`config.mk`:
```
export PLATFORM = sky130hd
export DESIGN_NAME = jt51_mix
export DESIGN_NICKNAME = d
export VERILOG_FILES = /design/src/rtl/jt51_mix_pkg.sv /design/src/rtl/jt51_mix_sat.sv /design/src/rtl/jt51_mix.sv
export SDC_FILE = /design/constraint.sdc
export NUM_CORES = 1
export LEC_CHECK = 0
export BUFFER_PORTS_ARGS = -buffer_cell sky130_fd_sc_hd__buf_2
export CAP_MARGIN = 30
export CORE_MARGIN = 2
export CORE_UTILIZATION = 52
export CTS_CLUSTER_SIZE = 12
export DETAILED_ROUTE_END_ITERATION = 6
export GPL_TIMING_DRIVEN = 1
export MAX_ROUTING_LAYER = met4
export PLACE_DENSITY = 0.85
export SETUP_SLACK_MARGIN = 0.1
export SKIP_LAST_GASP = 1
export SLEW_MARGIN = 5
export SYNTH_ARGS = -nofsm -noshare
export SYNTH_HDL_FRONTEND = slang
export SYNTH_SLANG_ARGS = --single-unit
```
`constraint.sdc`:
```
create_clock -name clk -period 7 [get_ports clk]
set_clock_uncertainty 0.2 [all_clocks]
set_input_delay 0 -clock clk [delete_from_list [all_inputs] [get_ports clk]]
set_output_delay 0 -clock clk [all_outputs]
set_load 0.02 [all_outputs]
```
`src/rtl/jt51_mix_pkg.sv`:
```
// Shared definitions for the jt51_mix stereo mixer: FSM encoding, saturation
// limits, accumulator sizing and the peak-magnitude helper.
package jt51_mix_pkg;

    localparam logic [1:0] ST_IDLE = 2'd0;
    localparam logic [1:0] ST_ACC  = 2'd1;
    localparam logic [1:0] ST_DONE = 2'd2;

    localparam int SAT_MAX = 32767;
    localparam int SAT_MIN = -32768;

    // Worst-case sum of CH products (signed 16 x unsigned GW) plus a sign bit.
    function automatic int acc_width(input int ch, input int gw);
        return 16 + gw + $clog2(ch) + 1;
    endfunction

    // |v| in 15 bits; the one value that does not fit (-32768) is clamped.
    function automatic logic [14:0] mag15(input logic signed [15:0] v);
        logic signed [15:0] n;
        if (v == 16'sh8000) return 15'h7fff;
        n = v[15] ? -v : v;
        return n[14:0];
    endfunction

endpackage

```
`src/rtl/jt51_mix_sat.sv`:
```
// Rescales one accumulator by the unity-gain shift and saturates it to a
// signed 16-bit sample, flagging when the limit was hit.
module jt51_mix_sat
    import jt51_mix_pkg::*;
#(
    parameter int AW = 26,
    parameter int GW = 8
) (
    input  logic signed [AW-1:0] acc,
    output logic signed [15:0]   dout,
    output logic                 clip
);

    localparam logic signed [AW-1:0] HI = AW'(SAT_MAX);
    localparam logic signed [AW-1:0] LO = AW'(SAT_MIN);

    logic signed [AW-1:0] shifted;

    assign shifted = acc >>> (GW - 2);

    always_comb begin
        dout = shifted[15:0];
        clip = 1'b0;
        if (shifted > HI) begin
            dout = 16'sh7fff;
            clip = 1'b1;
        end else if (shifted < LO) begin
            dout = 16'sh8000;
            clip = 1'b1;
        end
    end

endmodule

```
`src/rtl/jt51_mix.sv`:
```
// Time-multiplexed CH-source stereo mixer with per-source gain, saturation
// and sticky status flags. Peak meters exist only with JT51_MIX_PEAK_EN.
module jt51_mix
    import jt51_mix_pkg::*;
#(
    parameter int CH = 2,
    parameter int GW = 8
) (
    input  logic                 clk,
    input  logic                 rst,
    input  logic                 cen,
    input  logic                 sample_in,
    input  logic [CH*16-1:0]     din_l,
    input  logic [CH*16-1:0]     din_r,
    input  logic                 gain_we,
    input  logic [2:0]           gain_addr,
    input  logic [GW-1:0]        gain_din,
    output logic signed [15:0]   left,
    output logic signed [15:0]   right,
    output logic                 sample_out,
    output logic                 busy,
    output logic                 overrun,
    output logic                 clip,
    input  logic                 flag_clr,
    output logic [14:0]          peak_l,
    output logic [14:0]          peak_r,
    input  logic                 peak_clr
);

    localparam int AW = acc_width(CH, GW);
    localparam int PW = 17 + GW;
    localparam logic [GW-1:0] UNITY = GW'(2 ** (GW - 2));

    logic [1:0]           state;
    logic [2:0]           idx;
    logic [CH*16-1:0]     snap_l, snap_r;
    logic [GW-1:0]        gain_pend [CH];
    logic [GW-1:0]        gain_act  [CH];
    logic signed [AW-1:0] acc_l, acc_r;
    logic signed [15:0]   cur_l, cur_r, res_l, res_r;
    logic [GW-1:0]        cur_g;
    logic signed [PW-1:0] prod_l, prod_r;
    logic                 clip_l, clip_r;
    logic                 start, last;

    assign start = cen && (state == ST_IDLE) && sample_in;
    assign last  = (idx == 3'(CH - 1));

    always_comb begin
        cur_l = '0;
        cur_r = '0;
        cur_g = '0;
        for (int unsigned k = 0; k < CH; k++) begin
            if (idx == 3'(k)) begin
                cur_l = snap_l[16*k +: 16];
                cur_r = snap_r[16*k +: 16];
                cur_g = gain_act[k];
            end
        end
    end

    // Gain is zero-extended so it always acts as a positive multiplier.
    assign prod_l = PW'(cur_l) * $signed(PW'({1'b0, cur_g}));
    assign prod_r = PW'(cur_r) * $signed(PW'({1'b0, cur_g}));

    // A write landing on the start clock bypasses straight into the active copy.
    always_ff @(posedge clk) begin
        for (int unsigned k = 0; k < CH; k++) begin
            if (rst) begin
                gain_pend[k] <= UNITY;
                gain_act[k]  <= UNITY;
            end else begin
                if (gain_we && gain_addr == 3'(k))
                    gain_pend[k] <= gain_din;
                if (start)
                    gain_act[k] <= (gain_we && gain_addr == 3'(k)) ? gain_din : gain_pend[k];
            end
        end
    end

    jt51_mix_sat #(.AW(AW), .GW(GW)) u_sat_l (
        .acc  (acc_l),
        .dout (res_l),
        .clip (clip_l)
    );

    jt51_mix_sat #(.AW(AW), .GW(GW)) u_sat_r (
        .acc  (acc_r),
        .dout (res_r),
        .clip (clip_r)
    );

    always_ff @(posedge clk) begin
        if (rst) begin
            state      <= ST_IDLE;
            idx        <= '0;
            busy       <= 1'b0;
            acc_l      <= '0;
            acc_r      <= '0;
            snap_l     <= '0;
            snap_r     <= '0;
            left       <= '0;
            right      <= '0;
            sample_out <= 1'b0;
            overrun    <= 1'b0;
            clip       <= 1'b0;
        end else begin
            sample_out <= 1'b0;
            overrun    <= (cen && sample_in && busy) || (overrun && !flag_clr);
            clip       <= (cen && state == ST_DONE && (clip_l || clip_r)) || (clip && !flag_clr);
            if (cen) begin
                case (state)
                    ST_IDLE: begin
                        if (sample_in) begin
                            snap_l <= din_l;
                            snap_r <= din_r;
                            acc_l  <= '0;
                            acc_r  <= '0;
                            idx    <= '0;
                            busy   <= 1'b1;
                            state  <= ST_ACC;
                        end
                    end
                    ST_ACC: begin
                        acc_l <= acc_l + AW'(prod_l);
                        acc_r <= acc_r + AW'(prod_r);
                        idx   <= idx + 3'd1;
                        if (last)
                            state <= ST_DONE;
                    end
                    ST_DONE: begin
                        left       <= res_l;
                        right      <= res_r;
                        sample_out <= 1'b1;
                        busy       <= 1'b0;
                        state      <= ST_IDLE;
                    end
                    default: state <= ST_IDLE;
                endcase
            end
        end
    end

`ifdef JT51_MIX_PEAK_EN
    logic [14:0] pk_l, pk_r, mag_l, mag_r;

    assign mag_l = mag15(res_l);
    assign mag_r = mag15(res_r);

    always_ff @(posedge clk) begin
        if (rst) begin
            pk_l <= '0;
            pk_r <= '0;
        end else if (cen && state == ST_DONE) begin
            if (mag_l > pk_l) pk_l <= mag_l;
            if (mag_r > pk_r) pk_r <= mag_r;
        end else if (peak_clr) begin
            pk_l <= '0;
            pk_r <= '0;
        end
    end

    assign peak_l = pk_l;
    assign peak_r = pk_r;
`else
    logic unused_peak_clr;

    assign unused_peak_clr = peak_clr;
    assign peak_l = '0;
    assign peak_r = '0;
`endif

endmodule

```
---- Word level (Yosys, flattened, before mapping) ----
Memory sizes are Yosys's and may differ from the RTL's.
Index checks and enable logic that the tools add are counted.
storage, ports and cells
  bits in registers ....................... 157
  RAM bits ................................ 32
  input port bits ......................... 82
  output and inout bits ................... 66
  word-level logic and storage cells ...... 101
  memories ................................ 2
memories
  memory     depth  bits a word  read ports  clocked after Yosys merged registers in  write ports  RTL line        RTL
  gain_act   2      8            2           0                                        2            jt51_mix.sv:38  logic [GW-1:0] gain_act [CH];
  gain_pend  2      8            2           0                                        2            jt51_mix.sv:37  logic [GW-1:0] gain_pend [CH];
operators by class
  add/sub/neg operators ................... 3
  $mul .................................... 2
  order comparisons ....................... 4
  eq/ne operators ......................... 6
  muxes and demuxes ....................... 42
  bitwise logic cells ..................... 5
  reduce and logical (&&, ||, !) cells .... 25
operator list
  operator                                              count
  two-way mux 16 bit                                    8
  case mux 26 bit (2 select lines)                      2
  two-way mux 8 bit                                     8
  adder 26 x 25 -> 26 bit                               2
  multiplier 16 x 9 -> 25 bit                           2
  > comparator 20 x 16 -> 1 bit, second input constant  2
  < comparator 20 x 16 -> 1 bit, second input constant  2
  two-way mux 26 bit                                    1
  two-way mux 1 bit                                     17
  AND reduction 3 bit                                   4
  logical AND 1 bit                                     10
  equality test 3 x 1 -> 1 bit, second input constant   2
  logical NOT 3 bit                                     2
  case mux 3 bit (2 select lines)                       1
  two-way mux 2 bit                                     2
  inequality test 2 bit, second input constant          2
  bitwise OR 1 bit                                      4
  case mux 2 bit (2 select lines)                       1
  nonzero test 2 bit                                    2
  adder 3 x 1 -> 3 bit, second input constant           1
  logical OR 1 bit                                      3
  two-way mux 3 bit                                     1
  equality test 2 x 1 -> 1 bit, second input constant   1
  equality test 2 bit, second input constant            1
  other kinds (6)                                       6

---- Longest topological paths before layout ----
Gate-level depths: netlist (run 1).
  depth in word-level cells ............... 7
  gate-level depth with buffers ........... 28
  gate-level depth less buffers ........... 25

---- Hierarchy ----
Synthesis (run 1) repeated with hierarchy kept, for this count alone.
unflattened totals
  cell total of the unflattened synthesis .. 2,222
  area total of the unflattened synthesis .. 19,032.0 um^2
modules (own cells, without submodules)
  module        instances  cells each  area each (um^2)  sequential area each (um^2)
  jt51_mix      1          2,094       18,018.5          4,103.9
  jt51_mix_sat  2          64          506.7             0.0

---- Least setup slack after synthesis (run 1) ----
Ideal clock, no wire load.
  path type ............................... reg-to-reg
  start point ............................. register idx[1]
  end point ............................... register acc_r[25]
  library setup time ...................... 0.123 ns
  data arrival time ....................... 6.328 ns
  data required time ...................... 6.677 ns
  slack ................................... 0.349 ns
  stages on the path, launching flop included .. 25
  buffers on the path ..................... 3
  period minus slack after synthesis ...... 6.651 ns
  cells stage by stage .................... dfxtp_1 inv_1 ha_1 nor3b_1 clkbuf_1 buf_1 a22o_1 clkbuf_1 nand2_1 fa_1 fa_1 inv_1 fa_1 fa_1 inv_1 fa_1 inv_1 ha_1 and3_2 o2111ai_2 a2111oi_2 nor3_1 or3_1 a31oi_1 mux2i_1
between the ends
  word-level cells in the longest chain between the ends .. 6
  elaborated cells on any way between the ends .. 9
  classes of those cells .................. add/sub (1); mul (1); eq/ne (1); mux (5); reduce/logical (1)
ends and longest elaborated chain
  element                                                                      RTL line         RTL
  start: declaration                                                           jt51_mix.sv:35   logic [2:0] idx;
  start signal: assignment                                                     jt51_mix.sv:127  idx <= idx + 3'd1;
  logical NOT 3 bit                                                            jt51_mix.sv:54   if (idx == 3'(k)) begin
  two-way mux 16 bit / two-way mux 8 bit (equally long branches) (2 in a row)  jt51_mix.sv:54
  multiplier 16 x 9 -> 25 bit *                                                jt51_mix.sv:64   assign prod_r = PW'(cur_r) * $signed(PW'({1'b0, cur_g}));
  adder 26 x 25 -> 26 bit *                                                    jt51_mix.sv:126  acc_r <= acc_r + AW'(prod_r);
  case mux 26 bit (2 select lines) *                                           jt51_mix.sv:112  case (state)
  end signal: assignment                                                       jt51_mix.sv:126
  end: declaration                                                             jt51_mix.sv:39   logic signed [AW-1:0] acc_l, acc_r;
Mark *: on every way between the ends. The rest lies on a longest branch, timed or not.
A chain may end at the register's enable or synchronous reset.

---- Final worst setup path (run 1) ----
Same ends and word-level chain as after synthesis.

==> results of run 1 <==
## synth_stat cells (3+ instances only)
master	number
sky130_fd_sc_hd__o211ai_1	19
sky130_fd_sc_hd__a22oi_1	55
sky130_fd_sc_hd__xor2_1	22
sky130_fd_sc_hd__a211oi_1	4
sky130_fd_sc_hd__or2_2	5
sky130_fd_sc_hd__nor2b_1	5
sky130_fd_sc_hd__buf_1	6
sky130_fd_sc_hd__or3_1	5
sky130_fd_sc_hd__ha_1	119
sky130_fd_sc_hd__a21o_1	20
sky130_fd_sc_hd__nand2_1	366
sky130_fd_sc_hd__edfxtp_1	32
sky130_fd_sc_hd__fa_1	250
sky130_fd_sc_hd__a221oi_1	3
sky130_fd_sc_hd__clkbuf_1	94
sky130_fd_sc_hd__nand3_1	21
sky130_fd_sc_hd__nand4_1	6
sky130_fd_sc_hd__and2_1	4
sky130_fd_sc_hd__nor3_1	8
sky130_fd_sc_hd__dfxtp_1	157
sky130_fd_sc_hd__xnor2_1	26
sky130_fd_sc_hd__o21bai_1	6
sky130_fd_sc_hd__buf_2	4
sky130_fd_sc_hd__inv_1	350
sky130_fd_sc_hd__a22o_1	35
sky130_fd_sc_hd__a32o_1	5
sky130_fd_sc_hd__and3_1	17
sky130_fd_sc_hd__o21ai_1	5
sky130_fd_sc_hd__nor2_1	203
sky130_fd_sc_hd__nand2b_1	9
sky130_fd_sc_hd__a31oi_1	5
sky130_fd_sc_hd__a21oi_1	170
sky130_fd_sc_hd__buf_4	30
sky130_fd_sc_hd__o21ai_0	57
## worst paths after layout
check | startpoint | to | slack, ps | cells past startpoint
worst min-delay path | gain_we | gain_act[0][6] | 30 | 5
worst min register to register | left[1] | left[1] | 250 | 2
worst max register to register | idx[1] | acc_r[25] | 320 | 23
worst max-delay path | idx[1] | acc_r[25] | 320 | 23
## critical path: cells and delay by family (launching register included)
family | cells | cell delay, ps
AO/OA/AOI/OAI | 4 | 910
AND/OR/NAND/NOR | 5 | 1180
adder cells (fa/ha/maj) | 7 | 2970
flip-flops | 1 | 350
multiplexers | 1 | 90
buffers and inverters | 6 | 870
## layout make-up
type,count,area [sq um],area share
multi-input combinational,1515,12600,0.580
tap,455,569,0.0262
clock buffer,18,429,0.0198
inverter,350,1310,0.0605
timing repair buffer,323,2560,0.118
clock inverter,14,134,0.00616
sequential,189,4110,0.189
## state kept, by name, indices dropped and copies added, names as in the netlist, 2 cells and up
register	cells
snap_l	32
snap_r	32
acc_l	26
acc_r	26
gain_act	16
gain_pend	16
left	16
right	16
idx	3
state	2
## stage by stage
| step | cells | utilization | cell area [sq um] | hold WS, ps |
|---|---|---|---|---|
| after floorplan | 2187 | - | 18300 | -64.0 |
| after global placement | 2705 | 0.566 | 19600 | 42.5 |
| after detailed placement | 2706 | 0.566 | 19600 | 48.1 |
| after CTS | 2854 | 0.617 | 21300 | 19.7 |
| after global routing | 2864 | 0.629 | 21700 | 89.3 |
| final | 2864 | 0.629 | 21700 | 33.0 |
## kinds of logic after synthesis
group | Yosys count | synth area share
other | 1 | 0.000206
AOI/OAI and AO/OA | 408 | 0.142
xor gates and xnor gates | 48 | 0.0231
and+or+nand+nor | 658 | 0.146
buffers and inverters | 484 | 0.106
muxes | 1 | 0.000549
DFF | 189 | 0.225
adders and majority gates | 369 | 0.356
## routing by layer
| metal | routed length, microns | vias up | GRT usage |
|---|---|---|---|
| met1 | 20400 | 7643 | 0.366 |
| met5 | 0 | - | - |
| met2 | 24600 | 723 | 0.472 |
| li1 | - | 7287 | - |
| met4 | 1870 | 0 | 0.113 |
| met3 | 3970 | 129 | 0.0501 |
## timing repair
item	CTS	global route
setup endpoints to repair	8	20
resized for setup	3	55
hold endpoints to repair	115	0
buffers inserted	1	5
hold buffers	114	0
gates cloned	1	3
pin swaps	0	6
## power by group through the flow
stage / sequential [uW] / combinational (uW) / clock [uW]
floorplan: 1190 / 637 / 0
CTS: 1170 / 975 / 996
global placement: 1200 / 887 / 0
finish: 1180 / 1020 / 991
global route: 1180 / 1130 / 1030
detailed placement: 1200 / 905 / 0
==> run summary, run 1 <==
## Timing
- 1110 ps — transition time at the pin with the least slew margin
- 0.955 — fin crit share
- 0 — final hold violation count
- 0 — Pins Over Slew Limit
- 0 — Setup violations, final
- 6680 ps — shortest period the worst path allows
- 0.261 — Slew Limit Headroom
- false — setup repair after global routing missed its margin
- 316 ps — final setup slack of the worst path
- 0 ps — Post-Route Setup TNS
- 0.150 GHz — Peak Freq

## Placement
- 19.2 ps — Post-Place Worst Slack
- 37000 microns — half-perimeter wire length after detailed placement
- 0.940 — GP Congestion
- 116 — number of port buffers

## Critical path
- 6850 ps — arrival time reported for the critical path endpoint
- reg2reg — worst setup path class
- 7 — largest driver fanout on the critical path
- sky130_fd_sc_hd__fa_1 — slowest CP cell
- sky130_fd_sc_hd__fa_1 — cell mode on critical path
- inv_1, ha_4, nor3b_4, buf_2, a22oi_2, buf_4, nor2_1, fa_1, fa_1, fa_1, fa_1, inv_1, fa_1, inv_1, ha_1, and3_2, a311oi_1, buf_4, a2111oi_4, nor3_2, or3_1, a31oi_1, mux2i_1 — cells along the critical path
- flip-flop — category of the worst setup path launch point
- flip-flop — crit end category
- 7160 ps — endpoint required time on the critical path
- 570 ps — delay of the slowest cell on the worst path

## Clock tree
- 80 ps — CTS clk-pin slew, worst paths
- 4 — H-Tree Depth
- sky130_fd_sc_hd__clkbuf_16 — CTS root buf
- 17 — total clock buffers created by CTS
- 189 — CTS Sinks
- 2 — number of buffers on the longest clock path
- 480 ps — clock latency of the later-clocked register in the worst-skew pair
- built — TritonCTS clock tree

## Routing
- 15800 — via count of the routed design
- 5.51 — Via density
- 6 — number of iterations in the first detailed-routing pass
- 0 — post-route antenna net violation count
- 1291 — DR iter-0 viols
- 0 — residual DRC count
- 50900 microns — final wirelength
- 17.8 microns — Wirelength per Cell

## Die
- 34500 sq um — area of the core region
- 36600 sq um — Die ar.
- 0.528 — starting density of the core
- 68 — number of rows in the core area
- 148 — Top Ports
- 191 microns — die span in x
- 191 microns — Die Span Y

## Global routing
- 80 — maximum number of pins on one net before global-route repair
- 81400 microns — global-route wire length before repair
- 0.292 — Overall Global Routing Usage
- 16400 — vias in the first global route
- 0 — number of antenna violations at the first check in global routing
- 0 — grt total ovfl

## Power and ir drop
- 0.369 — register share of total power
- 203 uV — largest voltage drop on the vdd net
- 1130 uW — switching component of the power
- 2060 uW — internal power of the cells
- 0.355 — Net Sw Frac
- 0.0107 uW — leakage power figure
- 147 nW/um^2 — total power divided by cell area
- 0.310 — Clk pwr share
- 3190 uW — Total Power Consumption
- 0.320 — proportion of power drawn by combinational gates

## Synth
- 32 — number of enable-type register cells in the synthesized netlist
- 0.275 — share of the synthesized area in the top cell type
- sky130_fd_sc_hd__fa_1, sky130_fd_sc_hd__dfxtp_1, sky130_fd_sc_hd__ha_1 — top post-synthesis cells by area
- 0.225 — portion of the post-synthesis area used by sequential elements
- sky130_fd_sc_hd__dfxtp_1 — Post-synth top flop
- 8.45 sq um — per-instance average area after synthesis
- 0 — async set-or-reset flop fraction in the synthesized netlist
- sky130_fd_sc_hd__fa_1 — leading area contributor after synthesis
- 189 — synthesis-stage register bit count
- 62 — Yosys cell types
- 18200 sq um — Post-Syn Area
- 0 — number of warnings printed during yosys synthesis
- 2158 — post-synthesis cell count

## Status
- complete, no violations — outcome

## Finish
- 19.2% — area growth from synthesis to final layout
- 2684 — count of fill cells added during filler insertion
- sky130_fd_sc_hd__nand2_1, sky130_fd_sc_hd__inv_1, sky130_fd_sc_hd__fa_1, sky130_fd_sc_hd__nor2_1, sky130_fd_sc_hd__a21oi_1 — most used cells in the layout excluding fill and tap cells
- 0.125 — share of cells above drive strength 1
- sky130_fd_sc_hd__nand2_1 — most common library cell in the layout ignoring fill and taps
- 2847 — Post-layout nets
- 0 — number of diodes

## Worst hold path
- in2reg — Hold Crit Class

## Job
- 0 — total of max-cap violations

Power figures use the tool's default switching activity.
==> run 2: changes to the inputs <==
Settings changed: PLACE_DENSITY 0.85 to 0.74.
==> run summary, run 2 (synthesized netlist as in run 1, its figures left out) <==
## Clock tree
- 470 ps — clock latency of the later-clocked register in the worst-skew pair, about the same
- 80 ps — CTS clk-pin slew, worst paths, about the same
- 4 — H-Tree Depth, unchanged
- sky130_fd_sc_hd__clkbuf_16 — CTS root buf
- 189 — CTS Sinks, unchanged
- 2 — number of buffers on the longest clock path, unchanged
- built — TritonCTS clock tree
- 17 — total clock buffers created by CTS, unchanged

## Routing
- 0 — residual DRC count, unchanged
- 940 — DR iter-0 viols, -27%
- 5.39 — Via density, -2.1%
- 15400 — via count of the routed design, -2.7%
- 0 — post-route antenna net violation count, unchanged
- 16.8 microns — Wirelength per Cell, -5.6%
- 5 — number of iterations in the first detailed-routing pass, -1
- 47800 microns — final wirelength, -6.2%

## Timing
- 1020 ps — transition time at the pin with the least slew margin, -87.0 ps
- 24.2 ps — worst hold slack across all endpoints, -8.76 ps
- 0 — Pins Over Slew Limit, unchanged
- 0.319 — Slew Limit Headroom, +0.0580
- 0.149 GHz — Peak Freq, -0.19%
- 6700 ps — shortest period the worst path allows, +12.8 ps
- 0 — final hold violation count, unchanged
- true — setup repair after global routing missed its margin
- 0.957 — fin crit share, +0.00183
- 0 — Setup violations, final, unchanged

## Critical path
- 13 — largest driver fanout on the critical path, +6
- 530 ps — delay of the slowest cell on the worst path, -40 ps
- flip-flop — crit end category
- 7140 ps — endpoint required time on the critical path, -20 ps
- 6830 ps — arrival time reported for the critical path endpoint, -20 ps
- sky130_fd_sc_hd__fa_1 — slowest CP cell
- reg2reg — worst setup path class
- flip-flop — category of the worst setup path launch point

## Finish
- snap_l x32, snap_r x32 — biggest regs
- 0 — number of diodes, unchanged
- sky130_fd_sc_hd__nand2_1 — most common library cell in the layout ignoring fill and taps
- 17.6% — area growth from synthesis to final layout
- 2830 — Post-layout nets, -0.60%
- sky130_fd_sc_hd__nand2_1, sky130_fd_sc_hd__inv_1, sky130_fd_sc_hd__fa_1, sky130_fd_sc_hd__nor2_1, sky130_fd_sc_hd__a21oi_1 — most used cells in the layout excluding fill and tap cells
- 0.122 — share of cells above drive strength 1, -0.00287
- 2940 — count of fill cells added during filler insertion, +9.5%

## Die
- 191 microns — Die Span Y, unchanged
- 36600 sq um — Die ar., unchanged
- 68 — number of rows in the core area, unchanged
- 191 microns — die span in x, unchanged
- 0.528 — starting density of the core, unchanged
- 148 — Top Ports, unchanged
- 34500 sq um — area of the core region, unchanged

## Placement
- 36500 microns — half-perimeter wire length after detailed placement, -1.3%
- 116 — number of port buffers, unchanged
- 0.947 — GP Congestion, +0.72%

## Power and ir drop
- 0.0105 uW — leakage power figure, -1.7%
- 148 nW/um^2 — total power divided by cell area, +0.63%
- 194 uV — largest voltage drop on the vdd net, -4.3%
- 3170 uW — Total Power Consumption, -0.73%

## Worst hold path
- in2reg — Hold Crit Class

## Global routing
- 81 — maximum number of pins on one net before global-route repair, +1.3%
- 0.0325 — met3 usage in global routing, -0.0176
- 15900 — vias in the first global route, -3.0%
- 0.283 — Overall Global Routing Usage, -0.00915
- 0 — number of antenna violations at the first check in global routing, unchanged
- met2 — routing layer with the top usage in global route
- 0.364 — Global Route met1 Usage, -0.00129
- 78800 microns — global-route wire length before repair, -3.3%
- 0 — grt total ovfl, unchanged
- 0.459 — met2 layer usage reported by global route, -0.0131

## Job
- 0 — total of max-cap violations, unchanged

## Status
- complete, no violations — outcome

[run 2: path summary, 6_finish.rpt]
kind	from	endpoint	slack [ps]	cells past startpoint
worst max-delay path	idx[0]	acc_r[25]	300	25
worst min-delay path	gain_we	gain_act[0][6]	20	5
worst max register to register	idx[0]	acc_r[25]	300	25
worst min register to register	right[13]	right[13]	260	2
[run 2: area by class of cell]
class,count,area (sq um),share of cell area
Sequential cell,189,4110,0.192
Tap cell,455,569,0.0266
Inverter,350,1310,0.0613
Timing Repair Buffer,306,2340,0.109
Clock buffer,18,439,0.0205
Clock inverter,14,144,0.00671
Multi-Input combinational cell,1515,12500,0.584
[run 2: what timing repair did]
action                                 4_1_cts  5_1_grt
setup endpoints to repair                   12       23
hold buffers                                98        0
pin swaps                                    1        6
cloned                                       0        1
gates resized for setup                      5       40
setup buffers                                4        4
endpoints found under the hold margin      131        0
[run 2: critical path: cells and delay by family (launching register included)]
kind / cells / cell delay [ps]
AND/OR/NAND/NOR: 5 / 940
AO/OA/AOI/OAI: 4 / 1070
multiplexers: 1 / 110
adder cells (fa/ha/maj): 7 / 2780
buffers and inverters: 8 / 1080
flip-flops: 1 / 370
[run 2: power breakdown]
group	switching [uW]	internal [uW]	total (uW)
clock	483	513	996
sequential	30.9	1140	1170
combinational	594	406	1000
[run 2: through the flow]
| step | setup WS, ps | util | cells | setup TNS [ps] | cell area [sq um] |
|---|---|---|---|---|---|
| finish | 303 | 0.620 | 2847 | 0 | 21400 |
| global route | 44.4 | 0.620 | 2847 | 0 | 21400 |
| CTS | 140 | 0.614 | 2841 | 0 | 21200 |
| detailed placement | -20.9 | 0.567 | 2707 | -21.7 | 19600 |
| global placement | 99.2 | 0.567 | 2706 | 0 | 19600 |
| floorplan | 349 | - | 2187 | 0 | 18300 |
[run 2: layer usage]
layer  routed length [microns]  vias to the layer above
met4                      1700                        0
li1                          -                     7256
met2                     22700                      510
met5                         0                        -
met1                     20800                     7489
met3                      2610                       97
==> run 3: changes to the inputs <==
Settings changed: ABC_AREA set to 1, PLACE_DENSITY 0.74 to 0.73.
==> run summary, run 3 <==
## Finish
- 4100 sq um — Storage cell area, about the same
- 12700 sq um — area of the multi-input gates, +1.2%
- snap_l x32, snap_r x32 — biggest regs
- 0.0783 — share of cells above drive strength 1, -0.0442
- sky130_fd_sc_hd__nand2_1, sky130_fd_sc_hd__inv_1, sky130_fd_sc_hd__fa_1, sky130_fd_sc_hd__dfxtp_1, sky130_fd_sc_hd__nand3_1 — most used cells in the layout excluding fill and tap cells
- 3387 — Post-layout nets, +20%
- 12.4% — area growth from synthesis to final layout
- 0 — number of diodes, unchanged
- 3397 — count of fill cells added during filler insertion, +16%
- sky130_fd_sc_hd__nand2_1 — most common library cell in the layout ignoring fill and taps
- 3460 — post-route insts no fill, +22%

## Synth
- 19900 sq um — Post-Syn Area, +9.4%
- 0 — number of warnings printed during yosys synthesis, unchanged
- sky130_fd_sc_hd__dfxtp_1 — Post-synth top flop
- sky130_fd_sc_hd__fa_1, sky130_fd_sc_hd__dfxtp_1, sky130_fd_sc_hd__nand2_1 — top post-synthesis cells by area
- 189 — synthesis-stage register bit count, unchanged
- 0.206 — portion of the post-synthesis area used by sequential elements, -0.0194
- 0.251 — share of the synthesized area in the top cell type, -0.0236
- sky130_fd_sc_hd__nand2_1, sky130_fd_sc_hd__inv_1, sky130_fd_sc_hd__fa_1, sky130_fd_sc_hd__dfxtp_1, sky130_fd_sc_hd__nand3_1 — Synth top cells by count
- 2771 — post-synthesis cell count, +28%
- 7.20 sq um — per-instance average area after synthesis, -15%
- sky130_fd_sc_hd__fa_1 — leading area contributor after synthesis
- 39 — Yosys cell types, -37%
- 0 — async set-or-reset flop fraction in the synthesized netlist, unchanged
- 32 — number of enable-type register cells in the synthesized netlist, unchanged
- sky130_fd_sc_hd__nand2_1 — cell with the most instances after synthesis

## Timing
- 0 ps — Post-Route Setup TNS, unchanged
- 53.6 ps — worst hold slack across all endpoints, +29.4 ps
- 0 — Pins Over Slew Limit, unchanged
- 6420 ps — shortest period the worst path allows, -277 ps
- 0.917 — fin crit share, -0.0395
- 0.156 GHz — Peak Freq, +4.3%
- 949 ps — transition time at the pin with the least slew margin, -73.0 ps
- false — setup repair after global routing missed its margin
- 0 — Setup violations, final, unchanged
- 0.365 — Slew Limit Headroom, +0.0463
- 0 — final hold violation count, unchanged

## Critical path
- 620 ps — delay of the slowest cell on the worst path, +90 ps
- reg2reg — worst setup path class
- 580 ps — Reg2Reg Setup Slack, +280 ps
- flip-flop — category of the worst setup path launch point
- flip-flop — crit end category
- 18 — largest driver fanout on the critical path, +5
- 6550 ps — arrival time reported for the critical path endpoint, -280 ps
- sky130_fd_sc_hd__fa_1 — slowest CP cell
- 7130 ps — endpoint required time on the critical path, about the same

## Die
- 148 — Top Ports, unchanged
- 0.528 — starting density of the core, +0.000582
- 71 — number of rows in the core area, +4.4%
- 39900 sq um — Die ar., +9.2%
- 200 microns — Die Span Y, +4.5%
- 200 microns — die span in x, +4.5%
- 37800 sq um — area of the core region, +9.3%

## Global routing
- 66 — maximum number of pins on one net before global-route repair, -19%
- 0 — number of antenna violations at the first check in global routing, unchanged
- 87900 microns — global-route wire length before repair, +12%
- 0 — grt total ovfl, unchanged
- 0.291 — Overall Global Routing Usage, +0.00844
- 18500 — vias in the first global route, +17%

## Clock tree
- 480 ps — clock latency of the later-clocked register in the worst-skew pair, about the same
- 17 — total clock buffers created by CTS, unchanged
- 2 — number of buffers on the longest clock path, unchanged
- sky130_fd_sc_hd__clkbuf_16 — CTS root buf
- 4 — H-Tree Depth, unchanged
- built — TritonCTS clock tree
- 0 — postcts setup bufs, -4
- 80 ps — CTS clk-pin slew, worst paths, about the same
- 189 — CTS Sinks, unchanged

## Routing
- 983 — DR iter-0 viols, +4.6%
- met4 — uppermost metal layer occupied by signal nets
- 0 — residual DRC count, unchanged
- 5.05 — Via density, -6.3%
- 20500 microns — Routed met1 length, -1.4%
- 2310 microns — met3 WL post-DR, -12%
- 17500 — via count of the routed design, +14%
- 27200 microns — routed length on met2, +20%
- 0 — post-route antenna net violation count, unchanged
- 15.3 microns — Wirelength per Cell, -9.0%
- 6 — number of iterations in the first detailed-routing pass, +1
- 52800 microns — final wirelength, +11%

## Placement
- 39600 microns — half-perimeter wire length after detailed placement, +8.6%
- 3342 — number of placed cells counting well taps, +23%
- 116 — number of port buffers, unchanged
- 0.955 — GP Congestion, +0.80%

## Power and ir drop
- 138 nW/um^2 — total power divided by cell area, -6.4%
- 189 uV — largest voltage drop on the vdd net, -2.6%
- 0.0128 uW — leakage power figure, +22%
- 3100 uW — Total Power Consumption, -2.1%

## Status
- complete, no violations — outcome

## Job
- 0 — total of max-cap violations, unchanged

## Worst hold path
- in2reg — Hold Crit Class

## run 3: cell types whose count changed after synthesis, moves of 42 or more
cell	before	now
sky130_fd_sc_hd__nand3_1	21	145
sky130_fd_sc_hd__nand2_1	366	810
sky130_fd_sc_hd__inv_1	350	706
sky130_fd_sc_hd__a22oi_1	55	1
sky130_fd_sc_hd__nor2_1	203	101
sky130_fd_sc_hd__clkbuf_1	94	27
sky130_fd_sc_hd__buf_2	4	46
## run 3: worst max-delay path: cells and delay by family (launching register included)
family | cells | cell delay, ps
AOI/OAI and AO/OA | 2 | 400
DFF | 1 | 410
adders and majority gates | 7 | 3230
and+or+nand+nor | 10 | 1280
buffers and inverters | 6 | 760
## run 3: final cells by class
type                            instances  share of cell area
Inverter                              713               0.119
Clock buffer                           17              0.0190
Sequential cell                       189               0.183
Clock inverter                         15             0.00820
Tap cell                              511              0.0285
Timing Repair Buffer                  229              0.0766
Multi-Input combinational cell       1786               0.565
## run 3: repair_timing
| item | CTS | global route |
|---|---|---|
| endpoints found under the hold margin | 121 | 0 |
| hold buffers | 86 | 0 |
| setup endpoints to repair | 0 | 18 |
| resized for setup | 0 | 5 |
## run 3: cell families (layout without fill, tap and decap cells)
family,count (synthesis),in the layout,share of synthesized area
adders and majority gates,369,369,0.326
AOI/OAI and AO/OA,279,279,0.0774
xor gates and xnor gates,3,3,0.00132
DFF,189,189,0.206
and+or+nand+nor,1105,1105,0.225
buffers and inverters,825,974,0.165
other,1,30,0.000188
## run 3: through the flow
| stage | cell area (sq um) | utilization | setup WS (ps) |
|---|---|---|---|
| final | 22400 | 0.594 | 580 |
| after floorplan | 20100 | - | 1440 |
| after global placement | 20900 | 0.554 | 597 |
| after global routing | 22400 | 0.594 | 122 |
| after detailed placement | 20900 | 0.554 | 444 |
| after CTS | 22400 | 0.593 | 419 |
## run 3: path summary, 6_finish.rpt
check | start | to | cells after the start
hold reg to reg | right[14] | right[14] | 2
setup / recovery | idx[0] | acc_r[24] | 25
hold / removal | din_l[13] | snap_l[13] | 4
setup reg to reg | idx[0] | acc_r[24] | 25
## run 3: report_power, final
part           switching, uW  internal (uW)  total, uW
sequential              18.9           1150       1160
combinational            598            316        914
clock                    538            488       1030
total                   1160           1950       3100
## run 3: metal layers
metal  vias to the layer above  track usage
met2                       530        0.524
li1                       8474            -
met4                         0        0.154
met3                       168       0.0400
met1                      8303        0.311
met5                         -            -
